## config.mk

```make
export PLATFORM = sky130hd
export DESIGN_NAME = aui_am_inserter
export DESIGN_NICKNAME = d
export VERILOG_FILES = /design/src/rtl/aui_pkg.sv /design/src/rtl/aui_am_mapper.sv /design/src/rtl/aui_am_inserter.sv
export SDC_FILE = /design/constraint.sdc
export NUM_CORES = 1
export LEC_CHECK = 0
export ABC_AREA = 1
export BUFFER_PORTS_ARGS = -buffer_cell sky130_fd_sc_hd__buf_2
export CAP_MARGIN = 10
export CORE_AREA = 2 2 404 406
export DETAILED_ROUTE_END_ITERATION = 6
export DIE_AREA = 0 0 406 408
export GPL_ROUTABILITY_DRIVEN = 1
export PLACE_DENSITY = 0.32
export SYNTH_ARGS = -nofsm -noshare
export SYNTH_HDL_FRONTEND = slang
export SYNTH_SLANG_ARGS = --single-unit
export TNS_END_PERCENT = 50
```

## constraint.sdc

```tcl
create_clock -name clk -period 7.05 [get_ports clk]
set_input_delay 2.115 -clock clk [delete_from_list [all_inputs] [get_ports clk]]
set_output_delay 2.115 -clock clk [all_outputs]
set_load 0.02 [all_outputs]
```

## src/rtl/aui_pkg.sv

```systemverilog
// Shared constants and types for the AUI alignment-marker insertion path.
package aui_pkg;

  localparam int AM_BLOCKS   = 4;
  localparam int AM_MAPPED_W = 1028;
  localparam int AM_LANES    = 16;

  localparam logic [67:0] AM_PAD0 = 68'h6666_6666_6666_6666_6;
  localparam logic [64:0] AM_PAD1 = 65'h6666_6666_6666_6666;

  typedef logic [256:0] block_t;

  // Lane j marker: every nibble equals j.
  localparam logic [119:0] AM_TABLE [0:AM_LANES-1] = '{
    {30{4'h0}}, {30{4'h1}}, {30{4'h2}}, {30{4'h3}},
    {30{4'h4}}, {30{4'h5}}, {30{4'h6}}, {30{4'h7}},
    {30{4'h8}}, {30{4'h9}}, {30{4'ha}}, {30{4'hb}},
    {30{4'hc}}, {30{4'hd}}, {30{4'he}}, {30{4'hf}}
  };

endpackage

```

## src/rtl/aui_am_mapper.sv

```systemverilog
// Combinational mapping of the 16-lane AM table into two 1028-bit AM groups.
module aui_am_mapper
  import aui_pkg::*;
(
  input  logic [2:0]             i_status,
  output logic [AM_MAPPED_W-1:0] o_map_0,
  output logic [AM_MAPPED_W-1:0] o_map_1
);

  // Interleave 20-bit lane slices per group; flow 0 takes the low half, flow 1 the high half.
  always_comb begin
    o_map_0 = '0;
    o_map_1 = '0;
    for (int unsigned k = 0; k < 3; k++) begin
      for (int unsigned j = 0; j < AM_LANES; j++) begin
        o_map_0[320*k + 20*j +: 20] = AM_TABLE[j][40*k      +: 20];
        o_map_1[320*k + 20*j +: 20] = AM_TABLE[j][40*k + 20 +: 20];
      end
    end
    o_map_0[1027:960]  = AM_PAD0;
    o_map_1[1024:960]  = AM_PAD1;
    o_map_1[1027:1025] = i_status;
  end

endmodule

```

## src/rtl/aui_am_inserter.sv

```systemverilog
// AM insertion stage: each period opens with a 4-block AM group, then payload.
module aui_am_inserter
  import aui_pkg::*;
#(
  parameter  int BITS_BLOCK    = 257,
  parameter  int PERIOD_BLOCKS = 40,
  localparam int CNT_W         = $clog2(PERIOD_BLOCKS)
) (
  input  logic                  clk,
  input  logic                  rst_n,
  input  logic [BITS_BLOCK-1:0] i_flow_0,
  input  logic [BITS_BLOCK-1:0] i_flow_1,
  input  logic                  i_valid,
  output logic                  o_ready,
  input  logic                  i_am_en,
  input  logic [2:0]            i_status,
  output logic [BITS_BLOCK-1:0] o_flow_0,
  output logic [BITS_BLOCK-1:0] o_flow_1,
  output logic                  o_valid,
  input  logic                  i_ready,
  output logic                  o_am,
  output logic                  o_sop,
  output logic [CNT_W-1:0]      o_block_idx
);

  logic [CNT_W-1:0]       r_cnt;
  logic                   r_am_en_q;
  logic [2:0]             r_status_q;

  logic                   w_cnt_zero;
  logic                   w_cnt_last;
  logic                   w_am_eff;
  logic [2:0]             w_status_eff;
  logic                   w_am_phase;
  logic                   w_load;
  logic                   w_take;
  logic                   w_adv;
  logic [AM_MAPPED_W-1:0] w_map_0;
  logic [AM_MAPPED_W-1:0] w_map_1;
  logic [BITS_BLOCK-1:0]  w_am_blk_0;
  logic [BITS_BLOCK-1:0]  w_am_blk_1;

  assign w_cnt_zero = (r_cnt == '0);
  assign w_cnt_last = (r_cnt == CNT_W'(PERIOD_BLOCKS - 1));

  // At a period start the live enable/status apply before they are latched.
  assign w_am_eff     = w_cnt_zero ? i_am_en  : r_am_en_q;
  assign w_status_eff = w_cnt_zero ? i_status : r_status_q;
  assign w_am_phase   = w_am_eff && (r_cnt < CNT_W'(AM_BLOCKS));

  assign w_load  = !o_valid || i_ready;
  assign w_take  = w_load && !w_am_phase && i_valid;
  assign w_adv   = (w_load && w_am_phase) || w_take;
  assign o_ready = w_load && !w_am_phase;

  aui_am_mapper u_mapper (
    .i_status (w_status_eff),
    .o_map_0  (w_map_0),
    .o_map_1  (w_map_1)
  );

  assign w_am_blk_0 = w_map_0[BITS_BLOCK*int'(r_cnt[1:0]) +: BITS_BLOCK];
  assign w_am_blk_1 = w_map_1[BITS_BLOCK*int'(r_cnt[1:0]) +: BITS_BLOCK];

  // Period counter and per-period AM enable/status capture.
  always_ff @(posedge clk or negedge rst_n) begin
    if (!rst_n) begin
      r_cnt      <= '0;
      r_am_en_q  <= 1'b1;
      r_status_q <= '0;
    end else if (w_adv) begin
      r_cnt <= w_cnt_last ? '0 : r_cnt + 1'b1;
      if (w_cnt_zero) begin
        r_am_en_q  <= i_am_en;
        r_status_q <= i_status;
      end
    end
  end

  // Output register: loads AM or payload, or drops valid on an upstream gap.
  always_ff @(posedge clk or negedge rst_n) begin
    if (!rst_n) begin
      o_flow_0    <= '0;
      o_flow_1    <= '0;
      o_valid     <= 1'b0;
      o_am        <= 1'b0;
      o_sop       <= 1'b0;
      o_block_idx <= '0;
    end else if (w_load) begin
      if (w_am_phase) begin
        o_flow_0    <= w_am_blk_0;
        o_flow_1    <= w_am_blk_1;
        o_valid     <= 1'b1;
        o_am        <= 1'b1;
        o_sop       <= w_cnt_zero;
        o_block_idx <= r_cnt;
      end else if (i_valid) begin
        o_flow_0    <= i_flow_0;
        o_flow_1    <= i_flow_1;
        o_valid     <= 1'b1;
        o_am        <= 1'b0;
        o_sop       <= w_cnt_zero;
        o_block_idx <= r_cnt;
      end else begin
        o_valid     <= 1'b0;
      end
    end
  end

endmodule

```

==> flow_summary.toml, run 1 <==
[hold_path]
worst_hold_startpoint = "o_flow_1[112]"
whs_endpoint = "o_flow_1[112]"
holdPathStages = 2
hold_class = "reg -> reg"

[synth]
yosys_warnings = 0
netlist.area_leader.share_pct = 54.2
synthesized_netlist_cell_count = 3347
synth.top_cells.by_area = "dfrtp_1, nand2_1, buf_2, buf_4, nand3_1"
synth_nets = 3877
synth_area_per_cell_um2 = 7.34
post_synth_instance_area_mm2 = 0.0246
ys_types = 28
post-synth-top-area-cell = "dfrtp_1"
postSynthRegisterBits = 533
sequential_area_share_after_synthesis_pct = 54.3

[floorplanning]
die_height_um = 408
initial_utilization_pct = 15.2
core_area_mm2 = 0.162
ios = 1046
core.rowCount = 148
die_w_um = 406
floorplan.die_area_mm2 = 0.166

[detailed_routing]
wl_per_cell_um = 21.8
met1_length_um = 57200
route.antenna.remaining_nets = 0
wirelength_um = 143000
post_drt_via_cell_ratio = 3.80
wl_met3_um = 11500
topRoutingLayerUsed = "met5"
met2RoutedLength_um = 69100
drc_errors = 0
via_count = 24800
drt_first_iter_violations = 1282
drt_first_pass_iters = 5

[power_and_ir_drop]
internal-power_mw = 9.52
switching_share_pct = 50.3
p_clk_share_pct = 21.0
combPwrFrac_pct = 51.0
ir_drop_mv = 0.256
design_power_total_mw = 19.2
power.net_switching_mw = 9.65
cellLeakagePower_nw = 20.8
share_seq_of_total_power_pct = 28.1
p_per_area_mw_per_mm2 = 556

[setup_path]
setup.reg_to_reg.worst_slack_ps = 2800
worst_r2r_endpoint = "o_flow_1[251]"
end_kind = "output port"
cp_max_fo = 34
crit_required_ps = 4930
rr_worst_depth = 12
critical_path_class = "reg -> out"
startpoint_of_the_lowest_slack_register_to_register_path = "r_cnt[0]"
worstPathArrival_ps = 3250
critPathLaunchType = "flip-flop"

[layout]
final-instance-count-excl-fill = 6540
design_area_mm2 = 0.0345
final_core_utilization_pct = 21.3
nets = 4826
drive_gt1_share_pct = 28.5
areaGrowthSynthToFinish_pct = 40.5

[timing]
layout_worst_path_cycle_share_pct = 76.1
fmax_mhz = 186
max_slew.worst_pin.slew_ps = 1040
setup-tns-final_ps = 0
final_count_of_pins_violating_max_slew = 0
worst_slack_ps = 1690
finClkSkew_ps = 48.6
whs_ps = 463
finalSetupViolCount = 0
grt_setup_unrepaired = "false"
min_period_ps = 5360
final_hold_viol_count = 0
timing.slew.headroom_pct = 30.4

[placement]
dp.final_hpwl_um = 100000
placed_cells_incl_taps = 6392
portBuffers = 1045
final_weighted_congestion_in_routability_driven_placement = 0.815
place_area_mm2 = 0.0319
post-place-ws_ps = 1650

[global_route]
pin_count_of_the_biggest_net_entering_global_routing = 164
antenna_violations_before_repair = 74
congestion_overflow_gr = 0
track_usage_pct = 16.8
first_global_vias = 25100
first_pass_grt_wire_length_um = 197000

[clock_network]
ctsHoldBuffers = 0
tritoncts = "built"
cts_inserted_buffers = 77
htree_num_levels = 3
cts.reportedPaths.clkPinSlew_ps = 60
cts-resized-gates = 0
cts.repair_timing.setup_buffer_count = 0
worst_skew_pair_later_pin_latency_ps = 700
cts.sink_count = 533
clockRootBuffer = "clkbuf_16"
clockBufferDepth = 3

[run_status]
status = "complete, no violations"

[flow_run]
maxCapViolations = 0
-- worst max-delay path, cell delays in order, from the launching register on --
cell and delay, ps:
dfrtp_1 580, inv_1 320, ha_1 390, nand3_2 270
nand2_1 160, nand2_2 140, nand2_8 280, inv_2 90
nor2_4 150, buf_2 190
-- worst max-delay path by stage --
stage             start       to  slack (ps)  depth (start not counted)
3_3_place_gp    i_ready  o_ready        1650                          4
2_1_floorplan   i_am_en  o_ready        1970                          6
3_5_place_dp    i_ready  o_ready        1650                          4
6_report       r_cnt[1]  o_ready        1690                          9
5_1_grt        r_cnt[0]  o_ready        1450                          9
4_1_cts        r_cnt[0]  o_ready        1560                          9
-- cells by family after synthesis --
kind of cell             synth area share, %
AND/OR/NAND/NOR                         39.4
XOR/XNOR                               0.107
AO/OA/AOI/OAI                          0.550
flip-flops                              54.3
buffers and inverters                   5.21
adder cells (fa/ha/maj)                0.408
-- metal layers --
layer / global-route usage [%] / vias up
li1: - / 11900
met1: 19.4 / 11800
met2: 28.7 / 793
met3: 5.76 / 241
met4: 5.47 / 96
met5: 0 / -
-- final cells by class --
cell class	instances	area, um2
Clock inverter	23	342
Multi-Input combinational cell	2574	10000
Antenna cell	14	35.0
Tap cell	2175	2720
Fill cell	18500	127000
Timing Repair Buffer	1087	5720
Sequential cell	533	13300
Inverter	23	86.3
Clock buffer	111	2210
-- state kept, by name (all words and copies together), names as in the netlist --
register     count
o_sop            1
o_block_idx      6
o_valid          1
o_am             1
r_am_en_q        1
o_flow_1       257
o_flow_0       257
r_cnt            6
r_status_q       3
-- layout by cell type, fill, tap and decap left out, types with 4 or more instances in the layout --
master / n
ha_1: 8
clkbuf_1: 18
buf_4: 29
or2_2: 12
bufinv_16: 4
nand2_4: 6
clkbuf_16: 77
nand2_1: 2427
clkinv_2: 9
buf_2: 1044
diode_2: 14
nor2_1: 35
a21oi_1: 8
dfrtp_1: 532
o21ai_0: 16
nand2_2: 5
nand4_1: 4
clkbuf_8: 16
buf_12: 13
inv_1: 20
nand3_1: 35
-- power by group through the flow --
stage / Sequential (mW) / Clock [mW] / Combinational (mW)
final: 5.38 / 4.02 / 9.77
after global routing: 5.58 / 4.32 / 10.8
after CTS: 5.38 / 4.20 / 10.2
after detailed placement: 5.40 / 0 / 10.1
after global placement: 5.41 / 0 / 10.1
after floorplan: 7.15 / 0 / 4.01
-- Yosys cell counts --
cell type  number
nand3_2         1
nand2_4         1
buf_2         119
o21ai_0        16
o21bai_1        1
o211ai_1        1
dfrtp_1       532
nor2_8          1
nor2_2          3
nand2_2         3
buf_4          53
inv_1          20
nor2_1         36
nor3_1          2
nand4_2         1
nand2_1      2436
nand3_1        36
buf_6           4
inv_2           3
buf_1           4
dfstp_2         1
xor2_1          3
clkbuf_1       37
nand4_1         4
nor2_4          1
or2_2          12
ha_1            8
a21oi_1         8
Note: power is estimated with default switching activity, not from simulation.
==> run 2: changes to the inputs <==
--- a/config.mk
+++ b/config.mk
@@ -8,9 +8,9 @@
 export ABC_AREA = 1
 export BUFFER_PORTS_ARGS = -buffer_cell sky130_fd_sc_hd__buf_2
 export CAP_MARGIN = 10
-export CORE_AREA = 2 2 404 406
+export CORE_AREA = 2 2 412 414
 export DETAILED_ROUTE_END_ITERATION = 6
-export DIE_AREA = 0 0 406 408
+export DIE_AREA = 0 0 414 416
 export GPL_ROUTABILITY_DRIVEN = 1
 export PLACE_DENSITY = 0.32
 export SYNTH_ARGS = -nofsm -noshare
==> constraint.sdc (replaced) <==
create_clock -name clk -period 5.2 [get_ports clk]
set_input_delay 1.56 -clock clk [delete_from_list [all_inputs] [get_ports clk]]
set_output_delay 1.56 -clock clk [all_outputs]
set_load 0.02 [all_outputs]
==> run 2 against run 1 <==
Compared with the run above: die area grew 4.0%; sequential power is 37% higher; total power rose by 37%; sequential cell count unchanged; first-iteration DRC count up 23%; cell count is 1.1% higher; sequential share of layout area down 0.40 points; design area up 1.0%; global-route usage fell by 0.25 points; critical path type unchanged; critical endpoint unchanged.
==> flow_summary.toml, run 2 (synthesis results as in run 1) <==
[placement]
dp.final_hpwl_um = 105000
portBuffers = 1045
final_weighted_congestion_in_routability_driven_placement = 0.829

[layout]
drive_gt1_share_pct = 29.0
nets = 4852
layout.cells.most_common = "nand2_1"
layout_top_registers = "o_flow_0 x257, o_flow_1 x257"
highest_count_cells_in_the_layout_ignoring_fill_and_taps = "nand2_1, buf_2, dfrtp_1, clkbuf_16, buf_4"
areaGrowthSynthToFinish_pct = 42.0

[clock_network]
clockRootBuffer = "clkbuf_16"
clockBufferDepth = 3
ctsHoldBuffers = 0
cts-resized-gates = 0
cts.sink_count = 533
htree_num_levels = 3
worst_skew_pair_later_pin_latency_ps = 680
cts.repair_timing.setup_buffer_count = 0
tritoncts = "built"
cts_inserted_buffers = 76
cts.reportedPaths.clkPinSlew_ps = 60

[floorplanning]
ios = 1046
core_area_mm2 = 0.168
core.rowCount = 151
die_height_um = 416
initial_utilization_pct = 14.6
floorplan.die_area_mm2 = 0.172
die_w_um = 414

[global_route]
pin_count_of_the_biggest_net_entering_global_routing = 163
first_global_vias = 25700
track_usage_pct = 16.5
congestion_overflow_gr = 0
first_pass_grt_wire_length_um = 205000
antenna_violations_before_repair = 66

[timing]
finClkSkew_ps = 32.0
layout_worst_path_cycle_share_pct = 89.5
grt_setup_unrepaired = "false"
final_hold_viol_count = 0
final_count_of_pins_violating_max_slew = 0
max_slew.worst_pin.slew_ps = 999
fmax_mhz = 215
setup-tns-final_ps = 0
min_period_ps = 4660
timing.slew.headroom_pct = 33.4
finalSetupViolCount = 0

[setup_path]
crit_path_start = "r_cnt[0]"
cp_max_fo = 13
worstPathArrival_ps = 3100
crit_required_ps = 3640
critical_path_class = "reg -> out"
rr_worst_depth = 12
end_kind = "output port"
startpoint_of_the_lowest_slack_register_to_register_path = "r_cnt[0]"
critPathLaunchType = "flip-flop"

[power_and_ir_drop]
design_power_total_mw = 26.3
p_per_area_mw_per_mm2 = 755
cellLeakagePower_nw = 21.0
ir_drop_mv = 0.348

[hold_path]
holdPathStages = 2
hold_class = "reg -> reg"
worst_hold_startpoint = "o_flow_0[167]"

[flow_run]
maxCapViolations = 0

[detailed_routing]
via_count = 25200
drt_first_pass_iters = 4
wl_per_cell_um = 22.1
post_drt_via_cell_ratio = 3.81
route.antenna.remaining_nets = 0
wirelength_um = 146000
drt_first_iter_violations = 1579
drc_errors = 0

[run_status]
status = "complete, no violations"
## run 2: stage by stage
step | std cells | setup slack (ps) | utilization, % | hold slack (ps) | cell area (um2)
3_5_place_dp | 6462 | 907 | 19.2 | 457 | 32200
3_3_place_gp | 6462 | 897 | 19.2 | 454 | 32200
6_report | 6612 | 545 | 20.7 | 471 | 34900
5_1_grt | 6603 | 302 | 20.7 | 486 | 34800
4_1_cts | 6595 | 339 | 20.7 | 472 | 34800
2_1_floorplan | 3347 | 1230 | - | 447 | 24600
## run 2: layout make-up
| type | instances | area (um2) |
|---|---|---|
| Antenna cell | 17 | 42.5 |
| Clock buffer | 112 | 2280 |
| Clock inverter | 21 | 314 |
| Fill cell | 19300 | 133000 |
| Inverter | 23 | 86.3 |
| Multi-Input combinational cell | 2574 | 10000 |
| Sequential cell | 533 | 13300 |
| Tap cell | 2218 | 2780 |
| Timing Repair Buffer | 1114 | 5970 |
## run 2: power breakdown
group | switching, mW | leakage (nW) | internal (mW)
combinational | 9.78 | 13.2 | 3.64
clock | 2.21 | 1.28 | 3.29
sequential | 1.19 | 6.56 | 6.20
total | 13.2 | 21.0 | 13.1
## run 2: final timing paths
check / end / slack (ps)
worst max-delay path: o_ready / 540
worst min-delay path: o_flow_0[167] / 470
worst max register to register: o_flow_1[43] / 1210
worst min register to register: o_flow_0[167] / 470
max in group asynchronous: o_flow_1[140] / 3150
min in group asynchronous: o_flow_0[173] / 930
## run 2: critical path, stage by stage, from the launching register on
cell and delay, ps:
dfrtp_1 600, inv_1 310, ha_1 420, nand3_2 210, nand2_1 120, nand2_2 130, nand2_8 110, inv_2 50
nor2_4 240, buf_2 230
## run 2: per-layer routing
metal | vias up | global-route usage (%) | share of wire, %
met5 | - | 0 | 0.29
met4 | 68 | 3.28 | 1.7
met3 | 220 | 4.76 | 6.2
met2 | 730 | 29.6 | 51
met1 | 12200 | 19.5 | 41
li1 | 12000 | - | -
